--- src/rtl/multicycle_control.sv ---
// -----------------------------------------------------------------------------
// multicycle_control
//   Main control FSM for the multi-cycle piRISC core. It sequences each
//   instruction through FETCH, DECODE, EXEC or MEM(+WB), steers the ALU operand
//   muxes, and runs the imem/dmem req/ack handshakes.
//
//   Selects and requests depend only on the current state. The ir_we, pc_we
//   and rf_we strobes, and the internal retire pulse, are additionally
//   qualified by the acks (Mealy). A reset therefore drops any pending request
//   immediately, without waiting for a clock edge.
//
//   Configuration macro: INSTRET_CNT_EN
//     defined   : instret counts retired instructions (wraps mod 2^XLEN)
//     undefined : no counter flops, instret tied to 0 (FSM timing unchanged)
//
// Parameters
//   XLEN       width of the instret counter
// Ports
//   clk        rising-edge clock
//   rst_n      asynchronous active-low reset
//   opcode     IR[6:0]
//   imem_ack   instruction word valid (sampled at posedge)
//   dmem_ack   data access complete (sampled at posedge)
//   imem_req   instruction fetch request
//   dmem_req   data access request
//   dmem_we    1=store, 0=load (valid with dmem_req)
//   ir_we      IR load strobe
//   pc_we      PC load strobe (PC <= ALU result)
//   rf_we      register-file write strobe
//   alu_src_a  0=PC, 1=rs1
//   alu_src_b  00=rs2, 01=imm, 10=const 4
//   alu_op_en  1=ALU uses decoded aluop, 0=ALU forced to ADD
//   wb_sel     0=ALU result, 1=MDR
//   illegal    sticky unsupported-opcode flag
//   state      current FSM state (debug)
//   instret    retired-instruction count
// -----------------------------------------------------------------------------
module multicycle_control #(
    parameter int XLEN = 32
) (
    input  logic            clk,
    input  logic            rst_n,
    input  logic [6:0]      opcode,
    input  logic            imem_ack,
    input  logic            dmem_ack,
    output logic            imem_req,
    output logic            dmem_req,
    output logic            dmem_we,
    output logic            ir_we,
    output logic            pc_we,
    output logic            rf_we,
    output logic            alu_src_a,
    output logic [1:0]      alu_src_b,
    output logic            alu_op_en,
    output logic            wb_sel,
    output logic            illegal,
    output logic [2:0]      state,
    output logic [XLEN-1:0] instret
);

    localparam logic [6:0] OP_RTYPE    = 7'b0110011;
    localparam logic [6:0] OP_ITYPE    = 7'b0010011;
    localparam logic [6:0] OP_LOADTYPE = 7'b0000011;
    localparam logic [6:0] OP_STYPE    = 7'b0100011;

    typedef enum logic [2:0] {
        S_IDLE   = 3'd0,
        S_FETCH  = 3'd1,
        S_DECODE = 3'd2,
        S_EXEC   = 3'd3,
        S_MEM    = 3'd4,
        S_WB     = 3'd5,
        S_TRAP   = 3'd6
    } state_t;

    state_t state_q;

    logic is_store;
    logic is_itype;

    assign is_store = (opcode == OP_STYPE);
    assign is_itype = (opcode == OP_ITYPE);
    assign state    = state_q;

    always_ff @(posedge clk or negedge rst_n) begin
        if (!rst_n) begin
            state_q <= S_IDLE;
        end else begin
            case (state_q)
                S_IDLE:   state_q <= S_FETCH;
                S_FETCH:  if (imem_ack) state_q <= S_DECODE;
                S_DECODE: begin
                    case (opcode)
                        OP_RTYPE, OP_ITYPE:    state_q <= S_EXEC;
                        OP_LOADTYPE, OP_STYPE: state_q <= S_MEM;
                        default:               state_q <= S_TRAP;
                    endcase
                end
                S_EXEC:   state_q <= S_FETCH;
                S_MEM:    if (dmem_ack) state_q <= is_store ? S_FETCH : S_WB;
                S_WB:     state_q <= S_FETCH;
                S_TRAP:   state_q <= S_TRAP;
                // Encoding 7 is never entered; fall back to a clean restart.
                default:  state_q <= S_IDLE;
            endcase
        end
    end

    always_comb begin
        imem_req  = 1'b0;
        dmem_req  = 1'b0;
        dmem_we   = 1'b0;
        ir_we     = 1'b0;
        pc_we     = 1'b0;
        rf_we     = 1'b0;
        alu_src_a = 1'b0;
        alu_src_b = 2'b00;
        alu_op_en = 1'b0;
        wb_sel    = 1'b0;
        illegal   = 1'b0;
        case (state_q)
            S_FETCH: begin
                // ALU computes PC+4 while the fetch is outstanding.
                imem_req  = 1'b1;
                alu_src_b = 2'b10;
                ir_we     = imem_ack;
                pc_we     = imem_ack;
            end
            S_EXEC: begin
                alu_src_a = 1'b1;
                alu_src_b = is_itype ? 2'b01 : 2'b00;
                alu_op_en = 1'b1;
                rf_we     = 1'b1;
            end
            S_MEM: begin
                // Address rs1+imm stays on the ALU for the whole access.
                alu_src_a = 1'b1;
                alu_src_b = 2'b01;
                dmem_req  = 1'b1;
                dmem_we   = is_store;
            end
            S_WB: begin
                rf_we     = 1'b1;
                wb_sel    = 1'b1;
            end
            S_TRAP: begin
                // TRAP only exits through reset, so the flag is sticky.
                illegal   = 1'b1;
            end
            default: ;
        endcase
    end

`ifdef INSTRET_CNT_EN
    logic            retire;
    logic [XLEN-1:0] instret_q;

    assign retire = (state_q == S_EXEC) || (state_q == S_WB) ||
                    ((state_q == S_MEM) && dmem_ack && is_store);

    always_ff @(posedge clk or negedge rst_n) begin
        if (!rst_n) begin
            instret_q <= '0;
        end else if (retire) begin
            instret_q <= instret_q + XLEN'(1);
        end
    end

    assign instret = instret_q;
`else
    assign instret = '0;
`endif

endmodule

--- config.mk ---
export PLATFORM = sky130hd
export DESIGN_NAME = multicycle_control
export DESIGN_NICKNAME = d
export VERILOG_FILES = /design/src/rtl/multicycle_control.sv
export SDC_FILE = /design/constraint.sdc
export NUM_CORES = 1
export LEC_CHECK = 0
export ABC_AREA = 1
export BUFFER_PORTS_ARGS = -buffer_cell sky130_fd_sc_hd__buf_2
export CORE_MARGIN = 8
export CORE_UTILIZATION = 34
export CTS_BUF_LIST = sky130_fd_sc_hd__clkbuf_16
export CTS_CLUSTER_DIAMETER = 200
export DETAILED_ROUTE_END_ITERATION = 7
export PLACE_DENSITY = 0.79
export SETUP_SLACK_MARGIN = 0.3
export SLEW_MARGIN = 30
export SYNTH_ARGS = -nofsm -noshare
export SYNTH_HDL_FRONTEND = slang
export SYNTH_SLANG_ARGS = --single-unit
export TNS_END_PERCENT = 100
--- constraint.sdc ---
create_clock -name clk -period 1.5 [get_ports clk]
set_clock_uncertainty 0.05 [all_clocks]
set_input_delay 0.075 -clock clk [delete_from_list [all_inputs] [get_ports clk]]
set_output_delay 0.075 -clock clk [all_outputs]
set_load 0.005 [all_outputs]
## Word-level counts from Yosys, hierarchy flattened

Cells that the tools add are included.

| word-level totals | value |
|---|---|
| register bits | 3 |
| output and inout port bits | 47 |
| logic and storage cells | 36 |

| operators by class | value |
|---|---|
| eq/ne operators | 12 |
| multiplexer cells | 16 |
| reductions and logical operators | 7 |

Operator list:

| kind | count |
|---|---|
| 3-bit case mux with 5 select lines | 1 |
| 7-bit by 6-bit == test with 1-bit output (second input constant) | 2 |
| 1-bit two-way mux | 10 |
| 3-bit == test (second input constant) | 3 |
| 3-bit two-way mux | 3 |
| 2-bit OR reduction | 4 |
| 7-bit by 2-bit == test with 1-bit output (second input constant) | 1 |
| 7-bit by 5-bit == test with 1-bit output (second input constant) | 1 |
| 3-bit by 2-bit == test with 1-bit output (second input constant) | 2 |
| 2-bit case mux with 3 select lines | 1 |
| 3-bit case mux with 2 select lines | 1 |
| 2-bit != test (second input constant) | 2 |
| 3-bit by 1-bit == test with 1-bit output (second input constant) | 1 |
| 3-bit zero test | 1 |
| 3-bit OR reduction | 1 |
| 2-bit AND reduction | 1 |

## Depth between registers and ports, before layout

Gate-level depths: netlist of run 1.

| depth | value |
|---|---|
| depth after elaboration | 4 |
| depth in mapped cells | 8 |

## Least setup slack after synthesis of run 1

OpenSTA, ideal clock, no wires.

| timing | value |
|---|---|
| path type | reg2reg |
| start point | register state_q[1] (netlist: state[1]) |
| end point | register state_q[2] (netlist: state[2]) |
| arrival time | 1.092 ns |
| data required time | 1.332 ns |
| path slack | 0.240 ns |
| cell stages (with the launch flop) | 9 |
| period minus slack after synthesis | 1.260 ns |
| cells stage by stage | dfrtp_1 > inv_1 > nand2_2 > nor2_2 > inv_2 > o21ai_1 > inv_1 > nand2_1 > nand2_1 |

| between the ends | value |
|---|---|
| cells in the longest elaborated chain, start to end | 3 |
| elaborated cells between the ends (all ways) | 12 |
| classes of those cells | eq/ne (8); mux (1); reduce/logical (3) |

Ends and longest elaborated chain:

| what | line | text |
|---|---|---|
| start, declared | 76 | `state_t state_q;` |
| start signal, assigned | 100 | `S_MEM: if (dmem_ack) state_q <= is_store ? S_FETCH : S_WB;` |
| 3-bit == test, or another cell as far along | 89 | `case (state_q)` |
| 3-bit OR reduction (no source line) or 2-bit != test (tied branches) | n/a |  |
| 3-bit case mux with 5 select lines or 2-bit AND reduction (tied branches) | n/a |  |

Several ways; a longest one is shown, not always the timed one.
A chain may end at the register's enable or synchronous reset.

## Worst setup path after layout of run 1

| timing | value |
|---|---|
| start point | register state_q[1] (netlist: state[1]) |
| end point | output port ir_we |

| between the ends | value |
|---|---|
| cells in the longest elaborated chain, start to end | 2 |

Ends and longest elaborated chain:

| what | line | text |
|---|---|---|
| 3-bit by 1-bit == test with 1-bit output | 121 | `case (state_q)` |
| 1-bit two-way mux | 121 |  |
| end, declared | 49 | `output logic ir_we,` |

No other way between the ends.

==> results.cfg, run 1 <==
[timing]
layout_setup_ws_ns = 0.1959
clock.fmax_mhz = 766.8
hold_viol = 0
rsz0062_at_grt = yes
post-route-min-period_ns = 1.304
drv_slew = 0
setup_viol = 0
fin_crit_sh = 0.8694
holdWs_ns = 0.08844
setup_tns_ns = 0

[critical_path]
crit_top_cell = inv_2
crit_path_start = state[1]
crit_buf_inv = 3
critPathCaptureType = output pin
worstSetupPathType = reg2out
critPathRequiredTime_ns = 1.37
r2r-start = state[1]
critPathArrivalTime_ns = 1.18
crit_path_start_kind = flip-flop
crit_family = flip-flops
cp_slowest_cell = dfrtp_2
crit_chain = inv_2 -> nand2_4 -> nor2_4 -> inv_2 -> nor2_2 -> buf_2
cp_max_fo = 4
cpPeakStageDelay_ns = 0.44

[drt]
wl_um = 1554
post-route-drc-count = 0
viasPerCell = 3.957
drtIter0Drc = 6
first_pass_iters = 4
vias = 550
ant_nets = 0
wl_per_cell_um = 11.18

[power_and_ir_drop]
leakage_nw = 0.4980
powerDensity_nw_per_um2 = 1667
vdd_drop_max_v = 0.0008761

[clock_tree]
clock_latency_ns = 0.23
h-tree-depth = 1
cts_made_buffers = 3
cts_root_buffer = clkbuf_16
cts_tree = done
clock-sinks = 3
clk_pin_slew_worst_paths_ns = 0.03
cts_max_path_buffers = 2

[hold_path]
hp-class = in2reg
hp-start = imem_ack

[grt]
antenna_found_initial = 0
grt_max_degree = 6
grt_pass1_vias = 603
grt_pass1_wl_um = 2642
grtUsageTotal = 0.1026
grt_overflow = 0

[floorplanning]
die_x_um = 56.24
coreArea_um2 = 1506
start_util = 0.3654
pin_count = 58
die-height_um = 56.24
dieArea_um2 = 3163
rows = 14

[placed_design]
port_buffers = 25
placed_cell_area_um2 = 566.8
dp_slack_ns = 0.2244
hpwl_um = 1277
dp.cells = 125
gp_congestion = 0.7631

[yosys]
synthTopCellsByArea = buf_4 46%, dfrtp_1 14%, nand2_1 10%, inv_1 7.5%, nor2_1 6.1%
async_flop_share = 1.000
synth_edf_count = 0
avgSynthCellArea_um2 = 6.328
synth_commonest_cells = 34 x buf_4, 15 x nand2_1, 11 x inv_1
yosysSeqAreaShare = 0.1364
synthesis.instances = 87
netlist.area_leader.share = 0.4636
synth.most_common_cell = buf_4
ys_ff_latch = 3
synth_area_leader_cell = buf_4
ys_warn_count = 0
syn-cell-area_um2 = 550.5
synth_flop_cell = dfrtp_1
synth.distinct_cells = 16

[cells_and_area]
drive_gt1_frac = 0.4228
fin_cells = 139
syn_to_final_growth_pct = 38.18
largest_reg_flops = 3
nNetsFinal = 135
diodes = 0
stdcell_area_um2 = 760.7
fillers = 161

[flow_run]
drv_cap = 0

[run_status]
status = finished clean
==> kinds of logic after synthesis <==
group,Yosys count,synth area share
buffers and inverters,47,0.5523
AND/OR/NAND/NOR,32,0.2637
other,1,0.006812
AO/OA/AOI/OAI,4,0.04089
flip-flops,3,0.1364
==> cells in the final DEF, fill, tap and decap left out, drive strengths merged <==
cell type	instances
dfrtp	3
dlygate4sd3	1
conb	32
nand3	4
nor2	10
inv	14
nor3	1
nand4	1
buf	34
o31ai	1
a21oi	1
o21ai	2
nand2	16
clkbuf	3
==> through the flow <==
stage | utilization | power, W
CTS | 0.5017 | 0.001272
global route | 0.5050 | 0.001383
floorplan | - | 0.0005564
global placement | 0.3762 | 0.0006619
detailed placement | 0.3762 | 0.0006745
finish | 0.5050 | 0.001268
==> tightest hold or removal path, delay by kind of cell <==
| kind | cells | cell delay [ns] |
|---|---|---|
| buf+inv | 2 | 0.15 |
| simple gates | 2 | 0.10 |
==> path summary, 6_finish.rpt <==
check,to,depth (start not counted),slack (ns)
hold / removal,state[0],4,0.09
setup reg to reg,state[2],7,0.26
hold reg to reg,state[0],4,0.64
setup / recovery,ir_we,6,0.20
max in group asynchronous,state[0],2,1.15
min in group asynchronous,state[2],2,0.13
==> area by class of cell <==
type / instances / area [um^2] / share of cell area
clock buffer: 3 / 75.07 / 0.09868
clock inverter: 1 / 3.754 / 0.004934
inverter: 13 / 48.80 / 0.06414
multi-input combinational: 68 / 321.6 / 0.4227
sequential: 3 / 78.83 / 0.1036
tap: 16 / 20.02 / 0.02632
timing repair buffer: 35 / 212.7 / 0.2796
==> report_power, final <==
| group | switching, W | total, W | internal (W) |
|---|---|---|---|
| clock network | 0.0000759 | 0.000420 | 0.000344 |
| logic | 0.000338 | 0.000660 | 0.000322 |
| registers | 0.0000634 | 0.000188 | 0.000125 |
| total | 0.000477 | 0.00127 | 0.000791 |
==> repair_timing <==
| action | 4_1_cts | 5_1_grt |
|---|---|---|
| pin swaps | 5 | 2 |
| setup endpoints to repair | 12 | 14 |
| hold endpoints to repair | 3 | 0 |
| hold buffers | 1 | 0 |
| resized for setup | 10 | 1 |
| setup buffers | 9 | 0 |
==> per-layer routing <==
layer	wire, um	up-vias	GRT usage
met1	522	238	0.08366
met2	753	40	0.1664
met4	38	0	0.06186
met5	0	-	0
li1	-	268	-
met3	239	4	0.08447
Note: power is estimated with default switching activity, not from simulation.
==> run 2: changes to the inputs <==
CORE_MARGIN = 2   (was 8)
REMOVE_ABC_BUFFERS = 1   (was not set)
==> run 2 against run 1 <==
Maximum frequency down 2.0%. Final cell count fell by 0.72%. Die area down 38%.
==> results.cfg, run 2 (same netlist as run 1, synthesis figures left out) <==
[power_and_ir_drop]
p_clk_frac = 0.307
p_int_w = 0.0008494
pwr-share-comb = 0.552
switching_share = 0.3799
leakage_nw = 0.4986
vdd_drop_max_v = 0.0009841
p_seq_frac = 0.141
switchingPower_w = 0.0005203
powerDensity_nw_per_um2 = 1752

[drt]
wl_per_cell_um = 8.594
vias = 536
viasPerCell = 3.884
wl_um = 1186
ant_nets = 0
drtIter0Drc = 1
first_pass_iters = 2
post-route-drc-count = 0

[clock_tree]
h-tree-depth = 1
cts_tree = done
clock-sinks = 3
cts_made_buffers = 3
clk_pin_slew_worst_paths_ns = 0.03
clock_latency_ns = 0.22
cts_root_buffer = clkbuf_16
cts_max_path_buffers = 2

[hold_path]
hp-class = in2reg

[critical_path]
crit_path_start_kind = flip-flop
critPathArrivalTime_ns = 1.21
cp_max_fo = 4
worstSetupPathType = reg2out
critPathCaptureType = output pin
critPathRequiredTime_ns = 1.37

[timing]
clock.fmax_mhz = 751.3
setup_tns_ns = 0
holdWs_ns = 0.09636
fin_crit_sh = 0.8873
drv_slew = 0
post-route-min-period_ns = 1.331
setup_viol = 0
layout_setup_ws_ns = 0.1690
hold_viol = 0
rsz0062_at_grt = yes

[grt]
grt_pass1_vias = 426
grtUsageTotal = 0.1237
grt_overflow = 0
antenna_found_initial = 0
grt_max_degree = 6
grt_pass1_wl_um = 1773

[cells_and_area]
layout_common_cells = 32 x conb_1, 24 x buf_2, 14 x nand2_1, 9 x inv_1, 8 x nor2_1
drive_gt1_frac = 0.4344
largest_reg_flops = 3
fin_cells = 138
nNetsFinal = 134
multiInputGateArea_um2 = 332.8
syn_to_final_growth_pct = 42.05
regArea_um2 = 78.83
final_common_cell = conb_1
fillers = 165
diodes = 0
fin_util = 0.5191

[floorplanning]
dieArea_um2 = 1957
rows = 14
die-height_um = 44.24
die_x_um = 44.24
coreArea_um2 = 1506
pin_count = 58
start_util = 0.3654

[placed_design]
dp.cells = 125
gp_congestion = 0.7581
hpwl_um = 908.7
dp_slack_ns = 0.1455
port_buffers = 25

[flow_run]
drv_cap = 0

[run_status]
status = finished clean
## run 2: cell count changes in the layout (fill, tap and decap cells not counted), sizes merged
cell / change
buf: -1
## run 2: power by group through the flow
stage	Clock, W	Sequential (W)	Combinational [W]
after CTS	0.000426	0.000196	0.000668
after floorplan	0	0.000176	0.000256
final	0.000420	0.000194	0.000756
after global placement	0	0.000172	0.000442
after detailed placement	0	0.000180	0.000455
after global routing	0.000446	0.000200	0.000826
## run 2: worst max-delay path, cell delays in order, from the launching register on
cell and delay [ns]:
dfrtp_2 0.41, buf_6 0.13, nand3_4 0.07, o31ai_2 0.23, buf_2 0.14
## run 2: worst paths after layout
kind / to / slack (ns) / cells past startpoint / from
worst max-delay path: alu_src_b[0] / 0.17 / 4 / state[1]
worst min register to register: state[1] / 0.68 / 3 / state[0]
max in group asynchronous: state[0] / 1.14 / 2 / rst_n
worst max register to register: state[0] / 0.19 / 8 / state[1]
min in group asynchronous: state[2] / 0.14 / 2 / rst_n
worst min-delay path: state[2] / 0.1 / 4 / dmem_ack
## run 2: area by class of cell
| class | instances | share of cell area |
|---|---|---|
| sequential | 3 | 0.1008 |
| clock inverter | 1 | 0.004800 |
| inverter | 13 | 0.06560 |
| tap | 16 | 0.02560 |
| clock buffer | 3 | 0.09600 |
| timing repair buffer | 34 | 0.2816 |
| multi-input combinational | 68 | 0.4256 |
## run 2: metal layers
layer,track usage,part of all wire,vias to the layer above
li1,-,-,265
met5,0,0,-
met3,0.03673,0.089,0
met2,0.2441,0.57,34
met1,0.1141,0.34,237
met4,0.05455,0,0
## run 2: per-stage QoR
step | total power, W | area (um^2)
final | 0.001370 | 782.0
after global routing | 0.001472 | 782.0
after CTS | 0.001290 | 749.5
after detailed placement | 0.0006348 | 556.8
after global placement | 0.0006143 | 556.8
after floorplan | 0.0004326 | 411.6
## run 2: repair_timing
item | 4_1_cts | 5_1_grt
gates resized for setup | 16 | 7
pin swaps | 7 | 4
buffers inserted | 7 | 1
endpoints found under the setup margin | 14 | 15
hold buffers | 1 | 0
endpoints found under the hold margin | 3 | 0
